`src/rtl/led_matrix_pkg.sv`:
```
// Shared constants and helpers for the LED matrix PWM driver: pixel bit
// addressing, counter widths and the per-row lit decision.
package led_matrix_pkg;

    // LSB position of pixel (col,row) inside the chain / frame buffer.
    function automatic int pix_lsb(input int col, input int row, input int nrows, input int bpp);
        return (col * nrows + row) * bpp;
    endfunction

    // Width of a counter that must hold 0..n-1 (at least one bit).
    function automatic int cnt_width(input int n);
        return (n > 1) ? $clog2(n) : 1;
    endfunction

    // A row is lit once blanking is over and the phase's top bits are below the pixel level.
    function automatic logic phase_lit(input logic [31:0] phase, input logic [31:0] blank_len,
                                       input int duty_shift, input logic [31:0] level);
        return (phase >= blank_len) && ((phase >> duty_shift) < level);
    endfunction

endpackage

```
`src/rtl/lmd_scan_timer.sv`:
```
// Scan sequencing: prescaler -> phase tick -> column advance, plus the
// frame-wrap strobe used for tear-free buffer swaps.
module lmd_scan_timer
    import led_matrix_pkg::*;
#(
    parameter int NCOLS   = 8,
    parameter int PHASE_W = 5,
    parameter int PRESC   = 90,
    parameter int COL_W   = cnt_width(NCOLS)
) (
    input  logic               dclk,
    input  logic               reset,
    output logic [PHASE_W-1:0] phase_o,
    output logic [COL_W-1:0]   col_o,
    output logic               frame_wrap_o
);

    localparam int PRESC_W = cnt_width(PRESC);

    logic [PRESC_W-1:0] presc_q, presc_d;
    logic [PHASE_W-1:0] phase_q, phase_d;
    logic [COL_W-1:0]   col_q, col_d;
    logic               tick_s;

    // Next-state for prescaler, phase and column counters.
    always_comb begin
        tick_s  = (presc_q == PRESC_W'(PRESC - 1));
        presc_d = tick_s ? {PRESC_W{1'b0}} : presc_q + PRESC_W'(1);
        phase_d = phase_q;
        col_d   = col_q;
        if (tick_s) begin
            phase_d = phase_q + PHASE_W'(1);
            if (phase_q == {PHASE_W{1'b1}}) begin
                col_d = (col_q == COL_W'(NCOLS - 1)) ? {COL_W{1'b0}} : col_q + COL_W'(1);
            end else begin
                col_d = col_q;
            end
        end else begin
            phase_d = phase_q;
        end
        frame_wrap_o = tick_s && (phase_q == {PHASE_W{1'b1}}) && (col_q == COL_W'(NCOLS - 1));
    end

    // Counter registers.
    always_ff @(posedge dclk) begin
        if (reset) begin
            presc_q <= {PRESC_W{1'b0}};
            phase_q <= {PHASE_W{1'b0}};
            col_q   <= {COL_W{1'b0}};
        end else begin
            presc_q <= presc_d;
            phase_q <= phase_d;
            col_q   <= col_d;
        end
    end

    assign phase_o = phase_q;
    assign col_o   = col_q;

endmodule

```
`src/rtl/led_matrix_pwm_driver.sv`:
```
// Multiplexed LED matrix driver: serial load chain, double-buffered frame,
// PWM row drive. Define LMD_SOUT_EN to add the daisy-chain output sout.
module led_matrix_pwm_driver
    import led_matrix_pkg::*;
#(
    parameter int NCOLS   = 8,
    parameter int NROWS   = 8,
    parameter int BPP     = 2,
    parameter int PHASE_W = 5,
    parameter int PRESC   = 90
) (
    input  logic               dclk,
    input  logic               reset,
    input  logic               din,
    input  logic               din_valid,
    output logic               din_ready,
    input  logic               strobe,
    input  logic [PHASE_W-1:0] blank_len,
    output logic [NROWS-1:0]   row_out,
    output logic [NCOLS-1:0]   col_sel,
    output logic               frame_ack
`ifdef LMD_SOUT_EN
    ,
    output logic               sout
`endif
);

    localparam int CHAIN_W = NCOLS * NROWS * BPP;
    localparam int WORD_W  = NROWS * BPP;
    localparam int COL_W   = cnt_width(NCOLS);

    logic [CHAIN_W-1:0] chain_q, chain_d;
    logic [CHAIN_W-1:0] fbuf_q, fbuf_d;
    logic               pending_q, pending_d;
    logic [NROWS-1:0]   row_out_q, row_out_d;
    logic [NCOLS-1:0]   col_sel_q, col_sel_d;
    logic               frame_ack_q, frame_ack_d;

    logic [PHASE_W-1:0] phase_s;
    logic [COL_W-1:0]   col_s;
    logic               frame_wrap_s;
    logic               shift_s;
    logic               swap_s;
    logic               blanked_s;
    logic [WORD_W-1:0]  col_words_s [NCOLS];
    logic [WORD_W-1:0]  cur_word_s;
    logic [NROWS-1:0]   lit_s;

    lmd_scan_timer #(
        .NCOLS   (NCOLS),
        .PHASE_W (PHASE_W),
        .PRESC   (PRESC),
        .COL_W   (COL_W)
    ) u_scan (
        .dclk         (dclk),
        .reset        (reset),
        .phase_o      (phase_s),
        .col_o        (col_s),
        .frame_wrap_o (frame_wrap_s)
    );

    for (genvar c = 0; c < NCOLS; c++) begin : g_col
        assign col_words_s[c] = fbuf_q[pix_lsb(c, 0, NROWS, BPP) +: WORD_W];
    end

    assign cur_word_s = col_words_s[col_s];

    for (genvar r = 0; r < NROWS; r++) begin : g_row
        assign lit_s[r] = phase_lit(32'(phase_s), 32'(blank_len), PHASE_W - BPP,
                                    32'(cur_word_s[r*BPP +: BPP]));
    end

    // Load chain, pending handshake, buffer swap and output next-state.
    always_comb begin
        shift_s   = din_valid && !pending_q;
        swap_s    = frame_wrap_s && pending_q;
        blanked_s = (phase_s < blank_len);
        chain_d   = shift_s ? {chain_q[CHAIN_W-2:0], din} : chain_q;
        fbuf_d    = swap_s ? chain_q : fbuf_q;
        if (swap_s) begin
            pending_d = 1'b0;
        end else if (strobe) begin
            pending_d = 1'b1;
        end else begin
            pending_d = pending_q;
        end
        frame_ack_d = swap_s;
        row_out_d   = lit_s;
        col_sel_d   = blanked_s ? {NCOLS{1'b0}} : (NCOLS'(1) << col_s);
    end

    // State and registered outputs.
    always_ff @(posedge dclk) begin
        if (reset) begin
            chain_q     <= {CHAIN_W{1'b0}};
            fbuf_q      <= {CHAIN_W{1'b0}};
            pending_q   <= 1'b0;
            row_out_q   <= {NROWS{1'b0}};
            col_sel_q   <= {NCOLS{1'b0}};
            frame_ack_q <= 1'b0;
        end else begin
            chain_q     <= chain_d;
            fbuf_q      <= fbuf_d;
            pending_q   <= pending_d;
            row_out_q   <= row_out_d;
            col_sel_q   <= col_sel_d;
            frame_ack_q <= frame_ack_d;
        end
    end

    assign din_ready = !pending_q;
    assign row_out   = row_out_q;
    assign col_sel   = col_sel_q;
    assign frame_ack = frame_ack_q;
`ifdef LMD_SOUT_EN
    assign sout      = chain_q[CHAIN_W-1];
`endif

endmodule

```
`config.mk`:
```
export PLATFORM = sky130hd
export DESIGN_NAME = led_matrix_pwm_driver
export DESIGN_NICKNAME = d
export VERILOG_FILES = /design/src/rtl/led_matrix_pkg.sv /design/src/rtl/lmd_scan_timer.sv /design/src/rtl/led_matrix_pwm_driver.sv
export SDC_FILE = /design/constraint.sdc
export NUM_CORES = 1
export LEC_CHECK = 0
export ABC_CLOCK_PERIOD_IN_PS = 5110
export BUFFER_PORTS_ARGS = -buffer_cell sky130_fd_sc_hd__buf_2
export CAP_MARGIN = 0
export CORE_MARGIN = 2
export CORE_UTILIZATION = 30
export CTS_BUF_LIST = sky130_fd_sc_hd__clkbuf_8
export DETAILED_ROUTE_END_ITERATION = 6
export HOLD_SLACK_MARGIN = 0.05
export PLACE_DENSITY = 0.52
export SLEW_MARGIN = 5
export SYNTH_ARGS = -nofsm -noshare
export SYNTH_HDL_FRONTEND = slang
export SYNTH_SLANG_ARGS = --single-unit
```
`constraint.sdc`:
```
create_clock -name dclk -period 5.11 [get_ports dclk]
set_clock_uncertainty 0.15 [all_clocks]
set_input_delay 0.511 -clock dclk [delete_from_list [all_inputs] [get_ports dclk]]
set_output_delay 0.511 -clock dclk [all_outputs]
set_load 0.005 [all_outputs]
```
==> run metrics, run 1 <==
status finished clean; clock network power share 0.451; worst r2r path cells 6; Seq/Total Area, Yosys 0.538; largest family of logic cells by synthesized area compound AO/OA/AOI/OAI gates; setup TNS 0 ns; switching share of power 0.226; initial antenna violation count 0; critical path arrival 3.41 ns; type of origin of the critical path flop; Logic pwr share 0.024; min Tclk post-route 3.08 ns; vias per inst 4.90; period utilisation layout 0.603; max-slew violation count 0; GRT met2 Usage 0.213; Nets 1,096; Fin. Hold Viols 0; DRT Wirelength 24,400 um; pin count of the biggest net entering global routing 88; r2r setup slk 2.03 ns; unrepaired setup endpoints after global routing no; grt met3 use 0.0225; Global Route Usage Sum 0.130; Syn Std Cell Area 10,700 sq um; Achievable Freq 0.325 GHz; share of synthesized cell area in full adder, half adder and majority cells 0.0256; Site Rows 69; maximum vdd ir drop 0.139 mV; htree depth 2; Psw 976 uW; postcts setup bufs 0; gr busiest metal met2; Power Total 4310 uW; initial drt markers 375; fraction of the mapped netlist area in simple logic gates 0.115; final worst slack 2.03 ns; # IOs 28; I/O Buffers 27; Worst Tran Pin Value 1.10 ns; Via Count 7,624; n_diodes 0; global-route wire length before repair 40,400 um; Max Fanout on Critical Path 68; CTS tree built; post-synthesis compound-gate area fraction 0.185; Die Area 37,300 sq um; CTS max path bufs 3; CTS root buffer clkbuf_8; Net Count, Synth 1,092; synthesis-stage register bit count 289; worst r2r src u_scan.phase_o[3]; post-synthesis xor/xnor area fraction 0.00652; layout cells sized above 1 0.123; clock transition at the registers of the reported paths 0.06 ns; Inst Count DP 1,472; grt ovf 0; post-synthesis mux area share 0.0764; Finished Core Util 0.339; crit path kind reg -> reg; power share of the sequential group 0.525; P&R area growth vs syn 11.7%; Die W 193 um; Lkg Pwr 0.00429 uW; Placeable Area 35,400 sq um; Yosys warning count 0; Post-synth EDFFs 0; Die Y 193 um; Crit. End Element flop; cts bufs inserted 49; Slew headroom 0.264; Starting Density 0.304; Crit. Startpoint u_scan.phase_o[3]; Cells after Synth 1,060; most frequently used flop master after synthesis dfxtp_1; Final setup violation count 0; asr flop ratio synth 0; critical path endpoint fbuf_q[57]; Mean Syn Cell Area 10.1 sq um; number of nets with antenna violations after routing 0; vias in the first global route 7,519; Remaining DRCs 0; Crit path required time 5.44 ns; GRT met1 Usage 0.173; Max Cap Viol 0; Cell Int Power 3340 uW; Worst-Skew Late Latency 0.55 ns; DR WL/cell 15.7 um; pwr/cell area 359 nW/um^2; Placement Setup Slack 2.04 ns; RD Place Congestion 0.697; Clock Sinks 289; Finished Layout Cells 1,557; number of library cell types mapped by synthesis 36; reg2reg end fbuf_q[57]; Hold Crit Class reg -> reg; half-perimeter wire length after placement 13,900 um; first drt pass iteration count 5
## kinds of logic (layout without fill, tap and decap cells)
| kind of cell | count (synthesis) | count (layout) |
|---|---|---|
| flip-flops | 289 | 289 |
| multiplexers | 52 | 52 |
| AND/OR/NAND/NOR | 304 | 304 |
| XOR/XNOR | 8 | 8 |
| adder cells (fa/ha/maj) | 22 | 22 |
| buffers and inverters | 97 | 133 |
| AO/OA/AOI/OAI | 288 | 288 |
## cells in the mapped netlist, types with 3 or more instances
cell      count  area (sq um)
buf_2         6          30.0
xor2_1        6          52.6
buf_4         6          45.0
o21ai_1       8          40.0
mux2i_1      28           280
nand2_1     260           976
a22o_1      128          1120
a221oi_1      8          70.1
a211oi_1      8          60.1
nor2_1       15          56.3
and3_1        6          37.5
inv_1        10          37.5
mux4_2       24           541
a21oi_1     130           651
dfxtp_1     289          5790
ha_1         22           275
buf_6        24           270
nand3_1       6          30.0
and2_1        3          18.8
buf_1         6          22.5
nor3b_1       4          30.0
clkbuf_1     44           165
nand4_1       3          18.8
## power groups by stage
stage	combinational (uW)	clock [uW]	sequential, uW
after floorplan	81.3	0	2310
after CTS	108	2010	2260
after global placement	107	0	2310
after global routing	117	2110	2260
final	105	1940	2260
after detailed placement	106	0	2310
## state kept, by name, indices dropped and copies added (netlist names)
name / cells
fbuf_q: 128
col_sel: 8
chain_q: 128
u_scan.col_o: 3
frame_ack: 1
row_out: 8
u_scan.presc_q: 7
pending_q: 1
u_scan.phase_o: 5
## how the worst min path moves through the flow
| stage | start | cells past startpoint | endpoint |
|---|---|---|---|
| finish | chain_q[76] | 2 | chain_q[77] |
| global route | din_valid | 4 | chain_q[17] |
| CTS | din_valid | 4 | chain_q[19] |
| detailed placement | chain_q[127] | 2 | chain_q[127] |
| global placement | chain_q[127] | 2 | chain_q[127] |
| floorplan | chain_q[127] | 2 | chain_q[127] |
## through the flow
step	area, sq um	hold slack (ns)
CTS	12000	0.279
global route	12000	0.305
finish	12000	0.304
global placement	11100	0.300
detailed placement	11100	0.302
floorplan	10700	0.286
## area by class of cell
class                           count  area, sq um
Timing Repair Buffer               40          265
Clock inverter                     22         86.3
Sequential cell                   289         5790
Clock buffer                       61          840
Fill cell                        3655        23400
Inverter                           10         37.5
Tap cell                          461          577
Multi-Input combinational cell    674         4410
## cell usage in the layout, fill, tap and decap left out, types with 2 or more instances in the layout
master,Yosys,final
a211oi_1,8,8
a21oi_1,130,130
a221oi_1,8,8
a22o_1,128,128
a31o_2,2,2
and2_1,3,3
and3_1,6,6
buf_12,0,2
buf_2,6,26
buf_4,6,10
clkbuf_8,0,61
clkinv_2,0,3
dfxtp_1,289,287
dfxtp_2,0,2
dlygate4sd3_1,0,2
ha_1,22,22
inv_1,10,29
mux2i_1,28,28
mux4_2,24,24
nand2_1,260,259
nand3_1,6,6
nand4_1,3,3
nor2_1,15,14
nor2b_4,1,2
nor3b_1,4,4
o21ai_1,8,8
xnor2_1,2,2
xor2_1,6,6
## worst max-delay path, stage by stage (launching register included)
cell and delay (ns):
dfxtp_1 0.76, and3_1 0.28, ha_1 0.16, nand4_1 0.16, nor2_4 0.87, buf_12 0.39, a22o_1 0.17
## repair_timing
action,CTS,global route
hold buffers,2,0
gates resized for setup,0,0
endpoints found under the hold margin,2,0
## layer usage
layer | routed length, um | part of all wire
met1 | 11700 | 0.48
met3 | 1010 | 0.041
met2 | 11200 | 0.46
met5 | 0 | 0
met4 | 493 | 0.020
No activity file was read; power rests on OpenSTA's default activity.
==> inputs of run 2 (changes only) <==
Settings changed: ABC_CLOCK_PERIOD_IN_PS 5110 to 3200.
Clock period 5.11 ns to 3.2 ns, I/O delays scaled along.
==> run metrics, run 2 (synthesis results as in run 1) <==
CTS root buffer clkbuf_8; CTS tree built; Fin. Hold Viols 0 (unchanged); cts bufs inserted 48 (-2.0%); Cell Int Power 5370 uW (+61%); global-route wire length before repair 40,800 um (+1.1%); Nets 1,102 (+0.55%); # IOs 28 (unchanged); Lkg Pwr 0.00435 uW (+1.4%); grt ovf 0 (unchanged); DR WL/cell 15.9 um (+1.6%); most common cell after layout, fill and taps aside dfxtp_1; critical path arrival 2.99 ns (-0.42 ns); clock transition at the registers of the reported paths 0.06 ns (about the same); htree depth 2 (unchanged); I/O Buffers 27 (unchanged); maximum vdd ir drop 0.233 mV (+67%); vias in the first global route 7,601 (+1.1%); DRT Wirelength 24,900 um (+2.0%); pwr/cell area 571 nW/um^2 (+59%); Max Fanout on Critical Path 60 (-12%); r2r setup slk 0.56 ns (-1.47 ns); Power Total 6960 uW (+61%); initial drt markers 476 (+27%); min Tclk post-route 2.64 ns (-0.440 ns); Site Rows 69 (unchanged); type of origin of the critical path flop; n_diodes 0 (unchanged); CTS max path bufs 3 (unchanged); Max Cap Viol 0 (unchanged); Finished Core Util 0.344 (+0.00523); number of nets with antenna violations after routing 0 (unchanged); Clock Sinks 289 (unchanged); switching share of power 0.229 (+0.00251); Placeable Area 35,400 sq um (unchanged); status finished clean; commonest cells after routing, fill and taps aside 287 x dfxtp_1, 259 x nand2_1, 130 x a21oi_1, 128 x a22o_1, 62 x clkbuf_8; Slew headroom 0.232 (-0.0316); final worst slack 0.559 ns (-1.47 ns); Placement Setup Slack 0.528 ns (-1.51 ns); Final setup violation count 0 (unchanged); half-perimeter wire length after placement 14,200 um (+2.4%); vias per inst 4.87 (-0.62%); power share of the sequential group 0.519 (-0.006); Achievable Freq 0.379 GHz (+17%); Remaining DRCs 0 (unchanged); Die Area 37,300 sq um (unchanged); Hold Crit Class in -> reg; RD Place Congestion 0.711 (+2.1%); Via Count 7,611 (-0.17%); unrepaired setup endpoints after global routing no; pin count of the biggest net entering global routing 99 (+13%); max-slew violation count 0 (unchanged); Crit. End Element flop; Starting Density 0.304 (unchanged); post-cts gate resize count 0 (unchanged); layout cells sized above 1 0.133 (+0.0101); Global Route Usage Sum 0.133 (+0.00333); Psw 1590 uW (+63%); period utilisation layout 0.825 (+0.222); setup TNS 0 ns (unchanged); Die W 193 um (unchanged); P&R area growth vs syn 13.4%; Logic pwr share 0.027 (+0.003); Worst Tran Pin Value 1.15 ns (+0.0476 ns); initial antenna violation count 0 (unchanged); Worst-Skew Late Latency 0.57 ns (+0.02 ns); first drt pass iteration count 4 (-1); Crit path required time 3.55 ns (-1.89 ns); crit path kind reg -> reg; Largest regs chain_q: 128 flops, fbuf_q: 128 flops; clock network power share 0.454 (+0.003); Die Y 193 um (unchanged)
run 2: cell types whose count changed in the layout (fill, tap and decap cells not counted), sizes merged:
cell / before / now
clkbuf: 61 / 62
clkinvlp: 0 / 2
clkinv: 3 / 5
inv: 29 / 24
buf: 38 / 45
run 2: power groups by stage:
stage	clock [uW]	sequential, uW	combinational (uW)
after floorplan	0	3690	130
after global placement	0	3690	185
after detailed placement	0	3690	187
after CTS	3250	3610	189
after global routing	3430	3610	203
final	3160	3610	185
run 2: worst max-delay path, stage by stage (launching register included):
cell	delay, ns
dfxtp_1	0.34
ha_1	0.20
and3_1	0.18
ha_1	0.19
nand4_1	0.16
nor2b_4	0.79
buf_12	0.37
a22o_1	0.19
run 2: through the flow:
stage | hold slack, ns | std cells | cell area (sq um)
2_1_floorplan | 0.280 | 1060 | 10700
3_3_place_gp | 0.300 | 1479 | 11200
3_5_place_dp | 0.300 | 1479 | 11200
4_1_cts | 0.0923 | 1564 | 12200
5_1_grt | 0.121 | 1564 | 12200
6_report | 0.126 | 1564 | 12200
run 2: area by class of cell:
| cell class | instances | area (sq um) |
|---|---|---|
| tap | 461 | 577 |
| clock inverter | 21 | 92.6 |
| clock buffer | 62 | 853 |
| timing repair buffer | 47 | 430 |
| sequential | 289 | 5790 |
| multi-input combinational | 674 | 4410 |
| fill | 3629 | 23200 |
| inverter | 10 | 37.5 |
run 2: routing by layer:
metal,wire [um],share of wire,global-route usage,vias to the layer above
met2,11500,0.46,0.220,127
met1,11800,0.47,0.175,3676
met5,0,0,0,-
li1,-,-,-,3761
met4,587,0.024,0.0466,0
met3,1010,0.041,0.0232,47
run 2: what timing repair did:
| item | in CTS | in global routing |
|---|---|---|
| endpoints found under the hold margin | 2 | 0 |
| hold buffers | 2 | 0 |
| endpoints found under the setup margin | 0 | 0 |
| setup buffers | 0 | 0 |
run 2: worst paths after layout:
path | startpoint | to | cells past startpoint
max reg2reg | u_scan.phase_o[1] | fbuf_q[7] | 7
min reg2reg | chain_q[30] | chain_q[31] | 2
min | reset | u_scan.phase_o[0] | 2
max | u_scan.phase_o[1] | fbuf_q[7] | 7
